$ cat src/rtl/m_unit_arbiter.sv
// rtl/m_unit_arbiter.sv - round-robin arbiter sharing one M-extension unit between two requesters
//
// Purpose: accept MUL/DIV/REM requests from two PCPI-style ports, grant one at
// a time (round-robin on ties), register its operands toward the M unit, and
// return the result to the winner. A watchdog aborts operations that never
// see m_ready and records the event in a sticky error flag.
//
// Ports:
//   clk, reset                         clock, synchronous active-high reset
//   pN_valid/instruction/rs1/rs2       request from port N (N = 0, 1)
//   pN_busy                            combinational: port N holds an eligible request
//   pN_ready/wr/rd                     registered one-cycle completion toward port N
//   m_valid/instruction/rs1/rs2        registered request toward the M unit
//   m_ready/wr/rd                      response from the M unit
//   timeout_err                        sticky abort indicator
module m_unit_arbiter #(
  parameter int unsigned TIMEOUT = 64
) (
  input  logic        clk,
  input  logic        reset,
  input  logic        p0_valid,
  input  logic [31:0] p0_instruction,
  input  logic [31:0] p0_rs1,
  input  logic [31:0] p0_rs2,
  output logic        p0_busy,
  output logic        p0_ready,
  output logic        p0_wr,
  output logic [31:0] p0_rd,
  input  logic        p1_valid,
  input  logic [31:0] p1_instruction,
  input  logic [31:0] p1_rs1,
  input  logic [31:0] p1_rs2,
  output logic        p1_busy,
  output logic        p1_ready,
  output logic        p1_wr,
  output logic [31:0] p1_rd,
  output logic        m_valid,
  output logic [31:0] m_instruction,
  output logic [31:0] m_rs1,
  output logic [31:0] m_rs2,
  input  logic        m_ready,
  input  logic        m_wr,
  input  logic [31:0] m_rd,
  output logic        timeout_err
);

  typedef enum logic [1:0] {
    S_IDLE = 2'd0,
    S_WAIT = 2'd1,
    S_RESP = 2'd2
  } state_t;

  localparam logic [7:0] LP_CNT_LAST = 8'(TIMEOUT - 1);
  localparam logic [6:0] LP_OPCODE   = 7'b0110011;
  localparam logic [6:0] LP_FUNCT7   = 7'b0000001;

  state_t      r_state;
  state_t      w_state_nxt;
  logic        r_grant;
  logic        r_last_grant;
  logic        r_mask0;
  logic        r_mask1;
  logic        r_timeout_err;
  logic        r_m_valid;
  logic [7:0]  r_cnt;
  logic [31:0] r_m_instruction;
  logic [31:0] r_m_rs1;
  logic [31:0] r_m_rs2;
  logic        r_p0_ready;
  logic        r_p0_wr;
  logic [31:0] r_p0_rd;
  logic        r_p1_ready;
  logic        r_p1_wr;
  logic [31:0] r_p1_rd;

  logic        w_elig0;
  logic        w_elig1;
  logic        w_grant_go;
  logic        w_grant_sel;
  logic        w_done_ok;
  logic        w_done_to;

  // The mask hides a request for the one cycle after its ready strobe, so a
  // requester that has not yet dropped valid is not served a second time.
  assign w_elig0 = p0_valid && (p0_instruction[6:0] == LP_OPCODE)
                   && (p0_instruction[31:25] == LP_FUNCT7) && !r_mask0;
  assign w_elig1 = p1_valid && (p1_instruction[6:0] == LP_OPCODE)
                   && (p1_instruction[31:25] == LP_FUNCT7) && !r_mask1;

  assign p0_busy       = w_elig0;
  assign p1_busy       = w_elig1;
  assign p0_ready      = r_p0_ready;
  assign p0_wr         = r_p0_wr;
  assign p0_rd         = r_p0_rd;
  assign p1_ready      = r_p1_ready;
  assign p1_wr         = r_p1_wr;
  assign p1_rd         = r_p1_rd;
  assign m_valid       = r_m_valid;
  assign m_instruction = r_m_instruction;
  assign m_rs1         = r_m_rs1;
  assign m_rs2         = r_m_rs2;
  assign timeout_err   = r_timeout_err;

  always_ff @(posedge clk) begin
    if (reset) begin
      r_state <= S_IDLE;
    end else begin
      r_state <= w_state_nxt;
    end
  end

  always_comb begin
    w_state_nxt = r_state;
    w_grant_go  = 1'b0;
    w_grant_sel = 1'b0;
    w_done_ok   = 1'b0;
    w_done_to   = 1'b0;
    case (r_state)
      S_IDLE: begin
        if (w_elig0 || w_elig1) begin
          w_grant_go  = 1'b1;
          // On a tie the port that did not win last time goes first.
          w_grant_sel = (w_elig0 && w_elig1) ? !r_last_grant : w_elig1;
          w_state_nxt = S_WAIT;
        end
      end
      S_WAIT: begin
        // m_ready takes priority over a watchdog expiry in the same cycle.
        if (m_ready) begin
          w_done_ok   = 1'b1;
          w_state_nxt = S_RESP;
        end else if (r_cnt == LP_CNT_LAST) begin
          w_done_to   = 1'b1;
          w_state_nxt = S_RESP;
        end
      end
      S_RESP: begin
        w_state_nxt = S_IDLE;
      end
      default: begin
        w_state_nxt = S_IDLE;
      end
    endcase
  end

  always_ff @(posedge clk) begin
    if (reset) begin
      r_grant         <= 1'b0;
      r_last_grant    <= 1'b1;
      r_mask0         <= 1'b0;
      r_mask1         <= 1'b0;
      r_timeout_err   <= 1'b0;
      r_m_valid       <= 1'b0;
      r_cnt           <= 8'd0;
      r_m_instruction <= 32'd0;
      r_m_rs1         <= 32'd0;
      r_m_rs2         <= 32'd0;
      r_p0_ready      <= 1'b0;
      r_p0_wr         <= 1'b0;
      r_p0_rd         <= 32'd0;
      r_p1_ready      <= 1'b0;
      r_p1_wr         <= 1'b0;
      r_p1_rd         <= 32'd0;
    end else begin
      // Completion outputs are single-cycle strobes and read 0 otherwise.
      r_p0_ready <= 1'b0;
      r_p0_wr    <= 1'b0;
      r_p0_rd    <= 32'd0;
      r_p1_ready <= 1'b0;
      r_p1_wr    <= 1'b0;
      r_p1_rd    <= 32'd0;
      r_mask0    <= r_p0_ready;
      r_mask1    <= r_p1_ready;

      if (w_grant_go) begin
        r_grant         <= w_grant_sel;
        r_last_grant    <= w_grant_sel;
        r_m_valid       <= 1'b1;
        r_cnt           <= 8'd0;
        r_m_instruction <= w_grant_sel ? p1_instruction : p0_instruction;
        r_m_rs1         <= w_grant_sel ? p1_rs1 : p0_rs1;
        r_m_rs2         <= w_grant_sel ? p1_rs2 : p0_rs2;
      end

      if (r_state == S_WAIT) begin
        r_cnt <= r_cnt + 8'd1;
      end

      if (w_done_ok || w_done_to) begin
        r_m_valid <= 1'b0;
        r_cnt     <= 8'd0;
        if (r_grant) begin
          r_p1_ready <= 1'b1;
          r_p1_wr    <= w_done_ok && m_wr;
          r_p1_rd    <= w_done_ok ? m_rd : 32'd0;
        end else begin
          r_p0_ready <= 1'b1;
          r_p0_wr    <= w_done_ok && m_wr;
          r_p0_rd    <= w_done_ok ? m_rd : 32'd0;
        end
      end

      if (w_done_to) begin
        r_timeout_err <= 1'b1;
      end
    end
  end

endmodule
$ cat config.mk
export PLATFORM = sky130hd
export DESIGN_NAME = m_unit_arbiter
export DESIGN_NICKNAME = d
export VERILOG_FILES = /design/src/rtl/m_unit_arbiter.sv
export SDC_FILE = /design/constraint.sdc
export NUM_CORES = 1
export LEC_CHECK = 0
export ABC_AREA = 1
export CAP_MARGIN = 15
export CORE_MARGIN = 4
export CORE_UTILIZATION = 38
export CTS_BUF_LIST = sky130_fd_sc_hd__clkbuf_4
export DETAILED_ROUTE_END_ITERATION = 12
export PLACE_DENSITY = 0.78
export SETUP_SLACK_MARGIN = 0.5
export SLEW_MARGIN = 20
export SYNTH_ARGS = -nofsm -noshare
export SYNTH_HDL_FRONTEND = slang
export SYNTH_SLANG_ARGS = --single-unit
$ cat constraint.sdc
create_clock -name clk -period 1.4 [get_ports clk]
set_input_delay 0.28 -clock clk [delete_from_list [all_inputs] [get_ports clk]]
set_output_delay 0.28 -clock clk [all_outputs]
set_load 0.05 [all_outputs]
After elaboration in Yosys (flattened, before gate mapping)
Cells that the tools add are included.
Widths: inputs -> output; s select.
{"block": "totals", "register_bits": 180, "out_inout_bits": 168}
{"block": "classes", "addsub": 1, "n_eq_ne": 8, "mux": 22, "n_bitwise": 2, "reduce_logical": 20}
{"cell": "$mux 32", "count": 4}
{"cell": "$mux 8", "count": 2}
{"cell": "$eq 7x1->1 const B", "count": 2}
{"cell": "$eq 7x6->1 const B", "count": 2}
{"cell": "$mux 1", "count": 12}
{"cell": "$add 8x1->8 const B", "count": 1}
{"cell": "$eq 8x6->1 const B", "count": 1}
{"cell": "$logic_and 1x1->1", "count": 8}
{"cell": "$mux 2", "count": 3}
{"cell": "$reduce_or 3->1", "count": 2}
{"cell": "$pmux 2 s2", "count": 1}
{"cell": "$reduce_or 2->1", "count": 2}
{"cell": "$logic_not 1->1", "count": 3}
{"cell": "$ne 3x3->1 const B", "count": 1}
{"cell": "$eq 2x1->1 const B", "count": 1}
{"cell": "$logic_not 2->1", "count": 1}
{"cell": "$logic_or 1x1->1", "count": 2}
{"cell": "$ne 2x2->1 const B", "count": 1}
{"cell": "$not 1->1", "count": 2}
{"cell": "$reduce_and 2->1", "count": 1}
{"cell": "$reduce_bool 2->1", "count": 1}

Logic depth before layout (Yosys ltp)
Gate-level depths: netlist of run 1.
{"block": "depth", "word_depth": 9, "mapped_depth": 13}

Worst setup path before layout of run 1
Ideal clock, no wire load.
{"block": "synth_path", "path_type": "input port to output port", "start": "input port p0_instruction[31]", "end": "output port p0_busy", "arrival_time_ns": 2.006, "t_required_ns": 1.120, "setup_slack_ns": -0.886, "cell_stages": 3, "path_buffers": 0, "cell_sequence": "nor2_1 nand2_1 nor4_1"}
{"block": "synth_between", "elab_chain_cells": 3}
{"element": "start, declared", "line": "22", "rtl": "input logic [31:0] p0_instruction,"}
{"element": "$eq 7x1->1", "line": "86", "rtl": "&& (p0_instruction[31:25] == LP_FUNCT7) && !r_mask0;"}
{"element": "$logic_and 1x1->1 (2 in a row)", "line": "86"}
{"element": "end, declared", "line": "25", "rtl": "output logic p0_busy,"}
Every way passes these cells.

Final worst setup path of run 1
{"block": "layout_path", "start": "register r_mask0", "end": "register r_m_rs1[30], in the netlist m_rs1[30]"}
{"block": "layout_between", "elab_chain_cells": 7, "elab_cells_between_ends": 10, "cone_classes": "mux: 6; reduce/logical: 4"}
{"element": "start, declared", "line": "61", "rtl": "logic r_mask0;"}
{"element": "start signal, assigned", "line": "172", "rtl": "r_mask0 <= r_p0_ready;"}
{"element": "$logic_not 1->1 (*)", "line": "86"}
{"element": "$logic_and 1x1->1 (*)", "line": "86"}
{"element": "$logic_and 1x1->1", "line": "123", "rtl": "w_grant_sel = (w_elig0 && w_elig1) ? !r_last_grant : w_elig1;"}
{"element": "$mux 1", "line": "123"}
{"element": "$mux 1", "line": "120", "rtl": "if (w_elig0 || w_elig1) begin"}
{"element": "$mux 1", "line": "118", "rtl": "case (r_state)"}
{"element": "$mux 32", "line": "181", "rtl": "r_m_rs1 <= w_grant_sel ? p1_rs1 : p0_rs1;"}
{"element": "end signal, assigned", "line": "181"}
{"element": "end, declared", "line": "67", "rtl": "logic [31:0] r_m_rs1;"}
Every way passes the cells marked *; elsewhere a longest branch is shown, timed or not.
A chain may end at the register's enable or synchronous reset.

==> results of run 1 <==
## synth_stat cells
master / instances
o21ai_0: 11
inv_1: 257
or2_2: 1
nand4_1: 76
dfxtp_1: 180
buf_6: 6
nand2_1: 270
nor3_1: 1
inv_2: 1
buf_1: 14
o21a_1: 1
ha_1: 1
nand3b_1: 82
buf_2: 21
clkbuf_1: 36
nor2_1: 25
o31ai_1: 1
or2_1: 1
nor4_1: 1
nand2_2: 1
nor2_2: 2
clkinv_1: 6
buf_4: 11
a21oi_1: 8
nand3_1: 174
nor3b_1: 9
nand3_2: 2
## final timing paths
kind / from / to / slack [ns] / depth (start not counted)
worst min register to register: p0_ready / r_mask0 / 0.46 / 2
worst min-delay path: m_rd[24] / p1_rd[24] / 0.27 / 3
worst max register to register: r_mask0 / m_rs1[30] / -0.61 / 13
worst max-delay path: r_mask0 / m_rs1[30] / -0.61 / 13
## routing by layer
layer  vias to the layer above  wire length (um)  GRT usage [%]
met5                         -                 0              0
met4                         0              3450           8.97
met3                       249              4720           7.85
met2                       807             22200           45.9
met1                      5007             14800           27.4
li1                       4655                 -              -
## flip-flops by register name (all words and copies together) (netlist names), 2 cells and up
register       cells
r_cnt              8
m_rs1             32
m_instruction     32
r_state            2
p1_rd             32
m_rs2             32
p0_rd             32
## cell type report
cell class / instances / area (um^2) / share of cell area (%)
multi-input combinational: 668 / 4290 / 24.5
antenna: 5 / 12.5 / 0.0716
timing repair buffer: 518 / 7710 / 44.1
clock inverter: 14 / 145 / 0.830
tap: 275 / 344 / 1.97
sequential: 180 / 3840 / 22.0
inverter: 264 / 1020 / 5.81
clock buffer: 17 / 128 / 0.730
## metrics by stage
| step | TNS [ns] | power (mW) | hold slack, ns | utilization [%] | cells |
|---|---|---|---|---|---|
| floorplan | -1.07 | 5.39 | 0.351 | - | 1199 |
| global placement | -81.17 | 6.13 | 0.455 | 69.3 | 1834 |
| detailed placement | -87.68 | 6.14 | 0.459 | 69.3 | 1834 |
| CTS | -50.43 | 9.07 | 0.230 | 71.3 | 1870 |
| global route | -68.38 | 9.41 | 0.219 | 81.9 | 1940 |
| finish | -53.30 | 9.16 | 0.274 | 81.9 | 1941 |
## report_power, final
| part | internal (mW) | leakage [nW] | switching (mW) |
|---|---|---|---|
| logic | 0.663 | 7.03 | 0.359 |
| clock network | 0.932 | 0.144 | 2.11 |
| registers | 5.10 | 1.54 | 0.000324 |
## worst reg2reg max path, stage by stage, from the launching register on
cell and delay [ns]:
dfxtp_2 0.34, nor2_1 0.08, nand2_1 0.10, buf_4 0.15
buf_6 0.11, nor2_4 0.18, nand3_4 0.19, buf_12 0.21
clkbuf_16 0.17, nand3b_1 0.10, nand2_1 0.07, inv_1 0.09
nand2_1 0.08, inv_1 0.06
## cell families (layout without fill, tap and decap cells)
logic type	after synthesis	count (layout)	share of synthesized area, %
AO/OA/AOI/OAI	21	21	1.32
flip-flops	180	180	43.1
other	0	5	0
AND/OR/NAND/NOR	645	646	38.3
adder cells (fa/ha/maj)	1	1	0.150
buffers and inverters	352	813	17.2
## layout by cell type (no fill, tap or decap), drive strengths merged, types with 2 or more instances in the layout
cell and count:
a21oi 8, buf 260, clkbuf 46, clkdlybuf4s50 228, clkinv 9, clkinvlp 2
dfxtp 180, diode 5, inv 266, nand2 272, nand3 176, nand3b 82
nand4 76, nor2 27, nor3b 9, o21ai 11, or2 2
## what timing repair did
action	CTS	global route
gates resized for setup	51	345
pin swaps	2	105
buffers inserted	4	21
cloned	1	45
hold buffers	0	0
endpoints found under the setup margin	346	346
==> results.yml, run 1 <==
logic_synthesis:
  mappedNetlistNets: 1430
  synth.largest_area_cell: "dfxtp_1"
  netlist_area_um2: 8360
  syn_avg_cell_area_um2: 6.97
  synth_top_cells_by_area: "dfxtp_1 43%, nand2_1 12%, inv_1 12%"
  synth.yosys.seq_area_share_pct: 43.1
  yosysUniqueCellTypes: 27
  yosys_register_bits: 180
  synthesis.instances: 1199
  ys_warn_count: 0
  area_share_of_the_largest_cell_type_after_synthesis_pct: 43.1
global_route:
  initial_antenna_violation_count: 4
  global_route_wire_length_before_repair_um: 48300
  groute.usage.overall_pct: 25.1
  first_global_vias: 9124
  grt_max_degree: 89
  total_congestion_overflow_after_global_routing: 0
floorplanning:
  fp-row-count: 53
  die-area_um2: 24400
  core_area_um2: 21400
  floorplan.io_pins: 398
  initial_core_util_pct: 39.1
  floorplan.die.width_um: 156
  dieHeight_um: 156
worst_setup_path:
  timing.setup.critical_path_class: "reg -> reg"
  crit_path_cell_trace: "nor2_1 -> nand2_1 -> buf_4 -> buf_6 -> nor2_4 -> nand3_4 -> buf_12 -> clkbuf_16 -> nand3b_1 -> nand2_1 -> inv_1 -> nand2_1 -> inv_1"
  crit_slowest_cell: "dfxtp_2"
  arrival_time_of_the_worst_setup_path_ns: 2.51
  cp_slowest_stage_delay_ns: 0.34
  cp.required_ns: 1.90
  critPathMostFrequentCell: "nand2_1"
  critPathTopFamily: "simple AND/OR/NAND/NOR gates"
  worst-path-buf-inv: 6
  critical_path.startpoint_type: "flip-flop"
  crit_path_capture_type: "flip-flop"
  timing.critical_path.fanout_max: 6
timing:
  finalHoldViolations: 0
  timing.final.crit_share_pct: 143
  layout_min_cycle_time_ns: 2.01
  slew_violations: 0
  final_worst_setup_slack_ns: -0.608
  slew_headroom_pct: 72.9
  clock_skew_ns: 0.0324
  max_clock_freq_ghz: 0.498
  timing_worst_slew_pin_value_ns: 0.403
  setup-violations-final: 146
  rsz0062_at_grt: "true"
routing:
  drc: 0
  initialDrtViolationCount: 980
  drt-pass1-iter-count: 5
  final_routed_wire_length_divided_by_cell_count_um: 23.3
  avgViaCountPerCell: 5.52
  detailroute.via_count: 10700
  routed_wl_um: 45200
  postRouteAntennaNets: 0
clock_tree:
  max-clock-path-buffers: 2
  tritoncts_num_sinks: 180
  h-tree-depth: 4
  cts.clk_slew.worst_paths_ns: 0.16
  cts_buffers: 17
  cts_root_buffer: "clkbuf_4"
  tritoncts: "done"
  clock_insertion_delay_worst_skew_ns: 0.60
job:
  number_of_max_cap_violations: 0
min_path:
  worst_hold_path_type: "in -> reg"
place:
  port_bufs: 397
  place_congestion: 0.893
  pre_cts_slack_ns: -0.863
  dp.final_hpwl_um: 24000
  postPlaceCellArea_um2: 14800
power_and_ir_drop:
  pwr_cell_area_nw_per_um2: 524
  total_leakage_power_nw: 8.71
  power.ir.vdd_worst_uv: 450
layout:
  net_count_of_the_finished_layout: 1880
  flow.area_growth_from_synthesis_pct: 109
  finalInstanceArea_um2: 17500
  fill_cells: 1069
  post_route_cells_drive_above_1_share_pct: 40.6
run_status:
  failed_checks: "setup timing"
  run_status: "complete, but fails checks"
Note: power is estimated with default switching activity, not from simulation.
==> run 2, diff against run 1 <==
--- a/config.mk
+++ b/config.mk
@@ -11,6 +11,7 @@
 export CORE_UTILIZATION = 38
 export CTS_BUF_LIST = sky130_fd_sc_hd__clkbuf_4
 export DETAILED_ROUTE_END_ITERATION = 12
+export GPL_ROUTABILITY_DRIVEN = 0
 export PLACE_DENSITY = 0.78
 export SETUP_SLACK_MARGIN = 0.5
 export SLEW_MARGIN = 20
==> results of run 2 <==
Same layout as run 1: the final DEF is identical, and so are final timing and power.
